===== config.mk =====
export PLATFORM = sky130hd
export DESIGN_NAME = sound_queue_generator_flat
export DESIGN_NICKNAME = d
export VERILOG_FILES = /design/src/rtl/sound_queue_generator_if.sv /design/src/rtl/sound_queue_generator.sv /design/src/flat_wrapper.sv
export SDC_FILE = /design/constraint.sdc
export NUM_CORES = 1
export LEC_CHECK = 0
export CORE_UTILIZATION = 40
export CTS_CLUSTER_DIAMETER = 50
export DETAILED_ROUTE_END_ITERATION = 8
export GPL_TIMING_DRIVEN = 0
export SYNTH_ARGS = -nofsm -noshare
export SYNTH_HDL_FRONTEND = slang
export SYNTH_SLANG_ARGS = --single-unit
export TNS_END_PERCENT = 100

===== constraint.sdc =====
create_clock -name Clock -period 14.7 [get_ports Clock]
set_input_delay 1.47 -clock Clock [delete_from_list [all_inputs] [get_ports Clock]]
set_output_delay 1.47 -clock Clock [all_outputs]
set_load 0.02 [all_outputs]

===== src/rtl/sound_queue_generator_if.sv =====
// Host-side note queue and tone status bundle.
// The host is the master, the tone generator the slave.
interface sound_queue_generator_if #(
  parameter int DUR_W = 16,
  parameter int HP_W  = 16,
  parameter int DEPTH = 8
);
  logic                   Push_i;
  logic [DUR_W-1:0]       Duration_ms_i;
  logic [HP_W-1:0]        HalfPeriod_us_i;
  logic                   Loop_i;
  logic                   Finish_i;
  logic                   Ready_o;
  logic                   Full_o;
  logic [$clog2(DEPTH):0] Count_o;
  logic                   SoundWave_o;
  logic                   Busy_o;
  logic                   NoteDone_o;
  logic                   Done_o;

  modport master (
    output Push_i, Duration_ms_i, HalfPeriod_us_i,
    output Loop_i, Finish_i,
    input  Ready_o, Full_o, Count_o, SoundWave_o,
    input  Busy_o, NoteDone_o, Done_o
  );

  modport slave (
    input  Push_i, Duration_ms_i, HalfPeriod_us_i,
    input  Loop_i, Finish_i,
    output Ready_o, Full_o, Count_o, SoundWave_o,
    output Busy_o, NoteDone_o, Done_o
  );
endinterface


===== src/rtl/sound_queue_generator.sv =====
// Square-wave tone generator fed by a note FIFO,
// with gapless playback, loop writeback and abort.
module sound_queue_generator #(
  parameter int CLOCK_HZ = 2_000_000,
  parameter int DUR_W    = 16,
  parameter int HP_W     = 16,
  parameter int DEPTH    = 8
) (
  input logic Clock,
  input logic Reset,
  sound_queue_generator_if.slave q
);
  localparam int US_CYCLES = CLOCK_HZ / 1_000_000;
  localparam int AW = $clog2(DEPTH);
  localparam int CW = AW + 1;
  localparam int PW = $clog2(US_CYCLES + 1);

  typedef enum logic {IDLE, PLAY} state_t;

  typedef struct packed {
    logic [DUR_W-1:0] dur;
    logic [HP_W-1:0]  hp;
  } note_t;

  state_t        state;
  note_t         mem [DEPTH];
  note_t         cur;
  logic [AW-1:0] wr_ptr;
  logic [AW-1:0] rd_ptr;
  logic [CW-1:0] count;
  logic [PW-1:0] pre;
  logic [9:0]    us_cnt;
  logic [DUR_W-1:0] ms_cnt;
  logic [HP_W-1:0]  hp_cnt;
  logic          wave;
  logic          done;

  logic full;
  logic empty;
  logic busy;
  logic us_tick;
  logic ms_tick;
  logic last;
  logic note_end;
  logic wb;
  logic push_ok;
  logic pop;
  logic wr_en;
  logic restart;

  assign full    = count == CW'(DEPTH);
  assign empty   = count == '0;
  assign busy    = (state == PLAY) || !empty;
  assign us_tick = pre == PW'(US_CYCLES - 1);
  assign ms_tick = us_tick && us_cnt == 10'd999;
  assign last    = (cur.dur == '0) ||
                   (ms_tick && ms_cnt == cur.dur - DUR_W'(1));
  assign note_end = (state == PLAY) && last;
  assign wb       = note_end && q.Loop_i && !full;
  assign push_ok  = q.Push_i && q.Ready_o;
  assign pop      = !empty && (state == IDLE || note_end);
  // A lone looping note replays in place instead of via the FIFO.
  assign restart  = wb && empty;
  assign wr_en    = push_ok || (wb && !empty);

  assign q.Ready_o     = !full && !wb && !q.Finish_i;
  assign q.Full_o      = full;
  assign q.Count_o     = count;
  assign q.SoundWave_o = wave;
  assign q.Busy_o      = busy;
  assign q.NoteDone_o  = note_end;
  assign q.Done_o      = done;

  always_ff @(posedge Clock) begin
    if (wr_en) begin
      mem[wr_ptr] <= wb ? cur
                        : {q.Duration_ms_i, q.HalfPeriod_us_i};
    end
  end

  always_ff @(posedge Clock) begin
    if (Reset) begin
      state  <= IDLE;
      cur    <= '0;
      wr_ptr <= '0;
      rd_ptr <= '0;
      count  <= '0;
      pre    <= '0;
      us_cnt <= '0;
      ms_cnt <= '0;
      hp_cnt <= '0;
      wave   <= 1'b0;
      done   <= 1'b0;
    end else if (q.Finish_i) begin
      state  <= IDLE;
      wr_ptr <= '0;
      rd_ptr <= '0;
      count  <= '0;
      wave   <= 1'b0;
      done   <= busy;
    end else begin
      done  <= note_end && empty && !wb;
      count <= count + CW'(wr_en) - CW'(pop);
      if (wr_en) wr_ptr <= wr_ptr + AW'(1);
      if (pop) rd_ptr <= rd_ptr + AW'(1);
      if (pop || restart) begin
        if (pop) cur <= mem[rd_ptr];
        state  <= PLAY;
        pre    <= '0;
        us_cnt <= '0;
        ms_cnt <= '0;
        hp_cnt <= '0;
        wave   <= 1'b0;
      end else if (note_end) begin
        state <= IDLE;
        wave  <= 1'b0;
      end else if (state == PLAY) begin
        pre <= us_tick ? '0 : pre + PW'(1);
        if (us_tick) begin
          us_cnt <= ms_tick ? '0 : us_cnt + 10'd1;
          if (ms_tick) ms_cnt <= ms_cnt + DUR_W'(1);
          if (cur.hp != '0 && hp_cnt == cur.hp) begin
            hp_cnt <= '0;
            wave   <= ~wave;
          end else begin
            hp_cnt <= hp_cnt + HP_W'(1);
          end
        end
      end
    end
  end
endmodule


===== src/flat_wrapper.sv =====
// flat-port wrapper written by rule: the top's interface ports become plain ports
module sound_queue_generator_flat 
#(
  parameter int CLOCK_HZ = 2_000_000,
  parameter int DUR_W    = 16,
  parameter int HP_W     = 16,
  parameter int DEPTH    = 8
)
  (Clock, Reset, q_Push_i, q_Duration_ms_i, q_HalfPeriod_us_i, q_Loop_i, q_Finish_i, q_Ready_o, q_Full_o, q_Count_o, q_SoundWave_o, q_Busy_o, q_NoteDone_o, q_Done_o);
  sound_queue_generator_if #(.DUR_W(DUR_W), .HP_W(HP_W), .DEPTH(DEPTH)) q_i ();
  input logic Clock;
  input logic Reset;
  input wire logic [$bits(q_i.Push_i)-1:0] q_Push_i;
  input wire logic [$bits(q_i.Duration_ms_i)-1:0] q_Duration_ms_i;
  input wire logic [$bits(q_i.HalfPeriod_us_i)-1:0] q_HalfPeriod_us_i;
  input wire logic [$bits(q_i.Loop_i)-1:0] q_Loop_i;
  input wire logic [$bits(q_i.Finish_i)-1:0] q_Finish_i;
  output wire logic [$bits(q_i.Ready_o)-1:0] q_Ready_o;
  output wire logic [$bits(q_i.Full_o)-1:0] q_Full_o;
  output wire logic [$bits(q_i.Count_o)-1:0] q_Count_o;
  output wire logic [$bits(q_i.SoundWave_o)-1:0] q_SoundWave_o;
  output wire logic [$bits(q_i.Busy_o)-1:0] q_Busy_o;
  output wire logic [$bits(q_i.NoteDone_o)-1:0] q_NoteDone_o;
  output wire logic [$bits(q_i.Done_o)-1:0] q_Done_o;
  assign q_i.Push_i = q_Push_i;
  assign q_i.Duration_ms_i = q_Duration_ms_i;
  assign q_i.HalfPeriod_us_i = q_HalfPeriod_us_i;
  assign q_i.Loop_i = q_Loop_i;
  assign q_i.Finish_i = q_Finish_i;
  assign q_Ready_o = q_i.Ready_o;
  assign q_Full_o = q_i.Full_o;
  assign q_Count_o = q_i.Count_o;
  assign q_SoundWave_o = q_i.SoundWave_o;
  assign q_Busy_o = q_i.Busy_o;
  assign q_NoteDone_o = q_i.NoteDone_o;
  assign q_Done_o = q_i.Done_o;
  sound_queue_generator #(.CLOCK_HZ(CLOCK_HZ), .DUR_W(DUR_W), .HP_W(HP_W), .DEPTH(DEPTH)) u_core (.Clock(Clock), .Reset(Reset), .q(q_i));
endmodule

==> results_dict.tcl, run 1 <==
set metrics [dict create \
    initial_core_util 0.408 \
    cts_tree "yes" \
    cts-buffers-inserted 41 \
    fillers 3176 \
    power.density_nw_per_um2 175 \
    fin_worst_skew_ns 0.0183 \
    dr_total_vias 8951 \
    yosysWarnings 0 \
    grt_first_pass_wirelength_microns 54000 \
    synthFlopType "edfxtp_1" \
    drive_above_1_share 0.212 \
    synth_cells 1008 \
    tightestPinTransition_ns 1.14 \
    grt_overflow_total 0 \
    synthTopCellsByArea "edfxtp_1 51%, dfxtp_1 12%, mux4_2 9.6%, xnor2_1 2.5%, nor2_1 2.4%" \
    dieWidth_microns 196 \
    syn_area_sq_um 15000 \
    ys_async_sr_fraction 0 \
    finalSetupViolations 0 \
    max_freq_mhz 186 \
    hold_buffers 0 \
    synthDistinctLibCells 68 \
    drt_iter0_drc 632 \
    wl_per_cell_microns 21.9 \
    cts-resized-gates 0 \
    cts_setup_buffers 0 \
    synth_area_per_cell_sq_um 14.9 \
    yosysSeqAreaShare 0.632 \
    worst_slack_ns 9.32 \
    clock_sinks 345 \
    clock_path_buffers 3 \
    path_class "flop to primary output" \
    grt_max_degree 23 \
    crit_family "simple AND/OR/NAND/NOR gates" \
    path_buf_inv 3 \
    syn_nets 1058 \
    dp_hpwl_microns 23200 \
    cts_root_buffer "clkbuf_16" \
    outcome "complete, no violations" \
    place.gp.congestion 0.808 \
    worst_setup_path_end_kind "primary output" \
    clkTransAtPathRegs_ns 0.06 \
    die_h_microns 196 \
    grt_pass1_vias 8991 \
    rsz0062_at_grt "false" \
    antenna_found_initial 0 \
    p_total_mw 3.07 \
    firstDrtPassIters 5 \
    preCtsSetupSlack_ns 9.64 \
    diodes 0 \
    syn_to_final_growth_pct 17.4 \
    cap_violations 0 \
    critPathMaxStageDelay_ns 0.53 \
    row_count 70 \
    period_minus_slack_ns 5.38 \
    cp.required_ns 13.23 \
    vdd_drop_max_v 0.0000845 \
    synth_edf_count 256 \
    pin_count 47 \
    place_area_sq_um 16300 \
    leakagePower_nw 5.59 \
    die_area_sq_um 38200 \
    h-tree-depth 2 \
    core_sq_um 36700 \
    routed_wl_microns 35200 \
    grt_usage 0.188 \
    cp_slowest_cell "clkdlybuf4s50_1" \
    finalHoldViolCount 0 \
    ant_nets 0 \
    slew-limit-headroom 0.241 \
    cp.arrival_ns 3.91 \
    yosys.area.top_type "edfxtp_1" \
    clk_latency_ns 0.53 \
    path_cells "inv_1, ha_1, clkbuf_1, o21ba_2, a221oi_1, a41oi_1, or3_1, nor4_4, o211ai_1, and2_1, clkdlybuf4s50_1" \
    design_area_sq_um 17600 \
    io_buffers 45 \
    hold_path_class "flop to flop" \
    final_net_count 1160 \
    drc 0 \
    synth_top_area_frac 0.513 \
    min_period_over_period 0.366 \
    drv_slew 0 \
    worst-path-max-fanout 8 \
    ys_seq_elements 345 \
    setup_tns_ns 0 \
    startpoint_type "flop" \
    drt-vias-per-instance 5.56 \
]
## per-stage QoR
| step | hold slack, ns | util | instances |
|---|---|---|---|
| global placement | 0.465 | 0.437 | 1521 |
| floorplan | 0.445 | - | 1008 |
| finish | 0.473 | 0.479 | 1610 |
| CTS | 0.476 | 0.479 | 1610 |
| detailed placement | 0.469 | 0.444 | 1535 |
| global route | 0.502 | 0.479 | 1610 |
## worst register-to-register path, stage by stage, from the launching register on
cell and delay (ns):
dfxtp_1 0.50, inv_1 0.12, ha_1 0.20, clkbuf_1 0.22, o21ba_2 0.26, a221oi_1 0.27, a41oi_1 0.12, or3_1 0.47
nor4_4 0.31, o211ai_1 0.19, mux2_2 0.35, clkinv_1 0.17, nand2b_1 0.25, nor3_2 0.70, buf_6 0.28, buf_6 0.18
buf_6 0.15
## cell usage in the layout, fill, tap and decap left out, types with 4 or more instances in the layout
cell               n
o211ai_1           7
a31oi_1            6
a21oi_1           29
clkbuf_8           5
nor2_4             6
nor2_1            91
dfxtp_1           89
a211oi_1           7
buf_1              6
mux2_2            31
buf_2             10
edfxtp_1         256
and2_1             6
nor3_1            19
mux2i_1           36
clkbuf_16         43
clkbuf_1          38
buf_12             6
and3_1            14
clkinv_1           5
nand2_1           36
nand3_1           26
xor2_1            19
clkinv_2           5
nor3b_1            4
clkdlybuf4s50_1   45
nor4_1            12
a211oi_2          28
ha_1              12
a21o_1             5
nand2b_1           6
or2_2              4
inv_1             22
mux4_2            64
buf_6             12
or3_1              4
o21ai_0           15
nand4_1           10
xnor2_1           42
## cell usage after synthesis, types with 4 or more instances
cell        n
dfxtp_1    89
xnor2_1    42
nand3_1    26
buf_1       6
a211oi_2   28
or2_2       4
nand2b_1    6
nor4_1     12
mux4_2     64
xor2_1     19
nor3b_1     4
ha_1       12
inv_1      22
nand4_1    10
buf_2      10
o211ai_1    7
clkbuf_1   26
or3_1       4
mux2_2     31
o21ai_0    15
a21o_1      5
nor3_1     21
nand2_1    36
buf_6       5
and2_1      6
a31oi_1     6
and3_1     14
nor2_1     97
a211oi_1    7
mux2i_1    36
edfxtp_1  256
a21oi_1    29
## flip-flops by register name (all words and copies together), names as in the netlist
signal / count
u_core.mem: 256
u_core.cur: 32
u_core.hp_cnt: 16
u_core.ms_cnt: 16
u_core.us_cnt: 10
u_core.q.Count_o: 4
u_core.rd_ptr: 3
u_core.wr_ptr: 3
u_core.pre: 2
u_core.q.Done_o: 1
u_core.q.SoundWave_o: 1
u_core.state: 1
## worst paths after layout
kind,start,end,slack [ns],cells past startpoint
worst max register to register,u_core.cur[16],u_core.mem[0][11],9.69,16
worst min register to register,u_core.pre[1],u_core.pre[1],0.47,2
worst max-delay path,u_core.cur[16],q_Ready_o,9.32,11
worst min-delay path,u_core.pre[1],u_core.pre[1],0.47,2
## final cells by class
cell class / instances / area (sq um) / share of cell area
inverters: 23 / 86.3 / 0.00491
well taps: 468 / 586 / 0.0333
clock inverters: 15 / 113 / 0.00640
plain buffers: 48 / 234 / 0.0133
flip-flops and latches: 345 / 9470 / 0.538
multi-input cells: 592 / 5250 / 0.299
repair buffers: 59 / 664 / 0.0378
clock buffers: 60 / 1190 / 0.0676
## report_power, final
part	leakage [nW]	switching (mW)	internal, mW	total [mW]
clock	0.638	0.384	0.580	0.964
sequential	3.03	0.0907	1.12	1.21
combinational	1.92	0.525	0.371	0.896
total	5.59	1.00	2.07	3.07
## cell families (layout without fill, tap and decap cells)
group / Yosys count / count (layout) / share of synthesized area
AO/OA/AOI/OAI: 123 / 123 / 0.0660
AND/OR/NAND/NOR: 263 / 263 / 0.0892
flip-flops: 345 / 345 / 0.632
multiplexers: 132 / 132 / 0.145
XOR/XNOR: 61 / 61 / 0.0356
adder cells (fa/ha/maj): 13 / 13 / 0.0114
buffers and inverters: 71 / 205 / 0.0214
## layer usage
metal | global-route usage | wire, microns | vias up
met5 | 0 | 0 | -
met4 | 0.0519 | 741 | 0
met3 | 0.0280 | 1800 | 54
met2 | 0.312 | 17000 | 245
met1 | 0.257 | 15600 | 4556
li1 | - | - | 4096
No activity file was read; power rests on OpenSTA's default activity.
==> run 2, diff against run 1 <==
==> constraint.sdc (replaced) <==
create_clock -name Clock -period 5.6 [get_ports Clock]
set_input_delay 0.56 -clock Clock [delete_from_list [all_inputs] [get_ports Clock]]
set_output_delay 0.56 -clock Clock [all_outputs]
set_load 0.02 [all_outputs]
==> results of run 2 <==
The final DEF is identical to that of run 1. Status: complete, no violations.
Among the figures that moved: setup slack after placement 9.64 ns -> 0.543 ns; setup slack after layout 9.32 ns -> 0.588 ns; end point of the critical path q_Ready_o -> u_core.mem[0][11]; register-to-register setup slack 9.69 ns -> 0.59 ns; total power 3.07 mW -> 8.06 mW; worst IR drop on VDD 0.0000845 V -> 0.000222 V
==> run 3, diff against run 2 <==
--- a/config.mk
+++ b/config.mk
@@ -8,7 +8,8 @@
 export CORE_UTILIZATION = 40
 export CTS_CLUSTER_DIAMETER = 50
 export DETAILED_ROUTE_END_ITERATION = 8
-export GPL_TIMING_DRIVEN = 0
+export GPL_TIMING_DRIVEN = 1
+export PLACE_DENSITY = 0.57
 export SYNTH_ARGS = -nofsm -noshare
 export SYNTH_HDL_FRONTEND = slang
 export SYNTH_SLANG_ARGS = --single-unit
==> run 3 against run 2 <==
Register-to-register slack improved by 0.49 ns. Total power rose by 0.95%. Hold slack improved by 0.011 ns. Global-route usage fell by 0.78 points. Sequential cell count did not move. Combinational power fell by 8.9%. Sequential share of layout area rose by 0.58 points. Critical path type unchanged. Critical endpoint is now u_core.mem[5][23]. Highest routed layer unchanged.
==> results_dict.tcl, run 3 (synthesis gave the netlist of run 1 again) <==
set metrics [dict create \
    outcome "complete, no violations" \
    startpoint_type "flop" \
    wl_met1_microns 15900 \
    worst-path-max-fanout 19 \
    drc 0 \
    min_period_over_period 0.807 \
    comb_power_share 0.263 \
    place.gp.congestion 0.852 \
    core_sq_um 36700 \
    ant_nets 0 \
    top_register "u_core.mem" \
    io_buffers 46 \
    pwr-share-clk 0.335 \
    met2_length_microns 15800 \
    pin_count 47 \
    grt_max_degree 65 \
    final_net_count 1121 \
    cts_tree "yes" \
    grt_first_pass_wirelength_microns 52100 \
    finalHoldViolCount 0 \
    dr_total_vias 8544 \
    cp.required_ns 5.82 \
    diodes 0 \
    slew-limit-headroom 0.262 \
    drt_iter0_drc 514 \
    cts-buffers-inserted 41 \
    drv_slew 0 \
    fin_worst_skew_ns 0.0282 \
    drt-vias-per-instance 5.44 \
    final_common_cell "edfxtp_1" \
    grt_usage 0.180 \
    clk_latency_ns 0.55 \
    design_area_sq_um 17400 \
    hold_path_class "input port to flop" \
    switching_share 0.321 \
    firstDrtPassIters 5 \
    period_minus_slack_ns 4.52 \
    die_h_microns 196 \
    leakagePower_nw 5.55 \
    h-tree-depth 2 \
    top_layer "met4" \
    hold_buffers 0 \
    syn_to_final_growth_pct 16.2 \
    p_int_mw 5.53 \
    cp.arrival_ns 4.74 \
    antenna_found_initial 0 \
    dieWidth_microns 196 \
    largest_reg_flops 256 \
    cts-resized-gates 0 \
    switchingPower_mw 2.61 \
    initial_core_util 0.408 \
    place_area_sq_um 16000 \
    path_class "flop to flop" \
    worst_setup_path_end_kind "flop" \
    drive_above_1_share 0.219 \
    setup_tns_ns 0 \
    wl_met3_microns 1430 \
    die_area_sq_um 38200 \
    vdd_drop_max_v 0.000230 \
    cts_setup_buffers 0 \
    finalSetupViolations 0 \
    p_seq_frac 0.403 \
    reg_top3 "u_core.mem (256), u_core.cur (32)" \
    cap_violations 0 \
    wl_per_cell_microns 21.4 \
    most-common-layout-cells "256 x edfxtp_1, 91 x nor2_1, 86 x dfxtp_1" \
    clock_sinks 345 \
    clkTransAtPathRegs_ns 0.06 \
    tightestPinTransition_ns 1.11 \
    grt_pass1_vias 8625 \
    grt_overflow_total 0 \
    cts_root_buffer "clkbuf_16" \
    row_count 70 \
    routed_wl_microns 33600 \
    clock_path_buffers 3 \
    rsz0062_at_grt "false" \
    power.density_nw_per_um2 467 \
    dp_hpwl_microns 21700 \
    max_freq_mhz 221 \
]
[run 3: cell count changes in the layout (fill, tap and decap cells not counted), sizes merged]
cell / delta
inv: +3
buf: -13
clkbuf: -39
clkinv: +6
bufinv: +5
[run 3: critical path, stage by stage (launching register included)]
cell,delay (ns)
dfxtp_1,0.38
nor3_1,0.63
nand2_1,0.15
or4_4,0.53
a221o_1,0.40
nor4_4,0.24
o211ai_1,0.19
mux2_2,0.33
clkinv_1,0.14
nand2b_1,0.24
nor2_4,0.60
buf_4,0.37
[run 3: worst paths after layout]
path	cells after the start	start	end	slack [ns]
setup / recovery	11	u_core.cur[24]	u_core.mem[5][23]	1.08
hold reg to reg	2	u_core.wr_ptr[1]	u_core.wr_ptr[1]	0.49
setup reg to reg	11	u_core.cur[24]	u_core.mem[5][23]	1.08
hold / removal	2	Reset	u_core.us_cnt[4]	0.48
[run 3: per-stage QoR]
| stage | cells | util | power, mW | hold WS [ns] | setup WS, ns |
|---|---|---|---|---|---|
| 6_report | 1572 | 0.475 | 8.14 | 0.484 | 1.08 |
| 4_1_cts | 1572 | 0.475 | 8.23 | 0.466 | 1.03 |
| 3_5_place_dp | 1496 | 0.437 | 5.49 | 0.478 | 1.04 |
| 2_1_floorplan | 1008 | - | 4.90 | 0.445 | 0.206 |
| 5_1_grt | 1572 | 0.475 | 8.56 | 0.491 | 0.813 |
| 3_3_place_gp | 1496 | 0.437 | 5.48 | 0.460 | 1.20 |
[run 3: metal layers]
layer | vias to the layer above | global-route usage
li1 | 4019 | -
met1 | 4326 | 0.254
met2 | 162 | 0.289
met3 | 37 | 0.0302
met4 | 0 | 0.0481
met5 | - | 0
[run 3: layout make-up]
| cell class | instances | area, sq um |
|---|---|---|
| Sequential cell | 345 | 9480 |
| Fill cell | 3161 | 19300 |
| Inverter | 23 | 86.3 |
| Clock inverter | 29 | 340 |
| Timing Repair Buffer | 68 | 621 |
| Multi-Input combinational cell | 592 | 5250 |
| Clock buffer | 47 | 1060 |
| Tap cell | 468 | 586 |
[run 3: power by group through the flow]
stage	logic (mW)	clock network [mW]	registers (mW)
floorplan	1.77	0	3.13
global placement	2.15	0	3.33
detailed placement	2.15	0	3.34
CTS	2.16	2.78	3.28
global route	2.36	2.89	3.31
finish	2.14	2.72	3.28
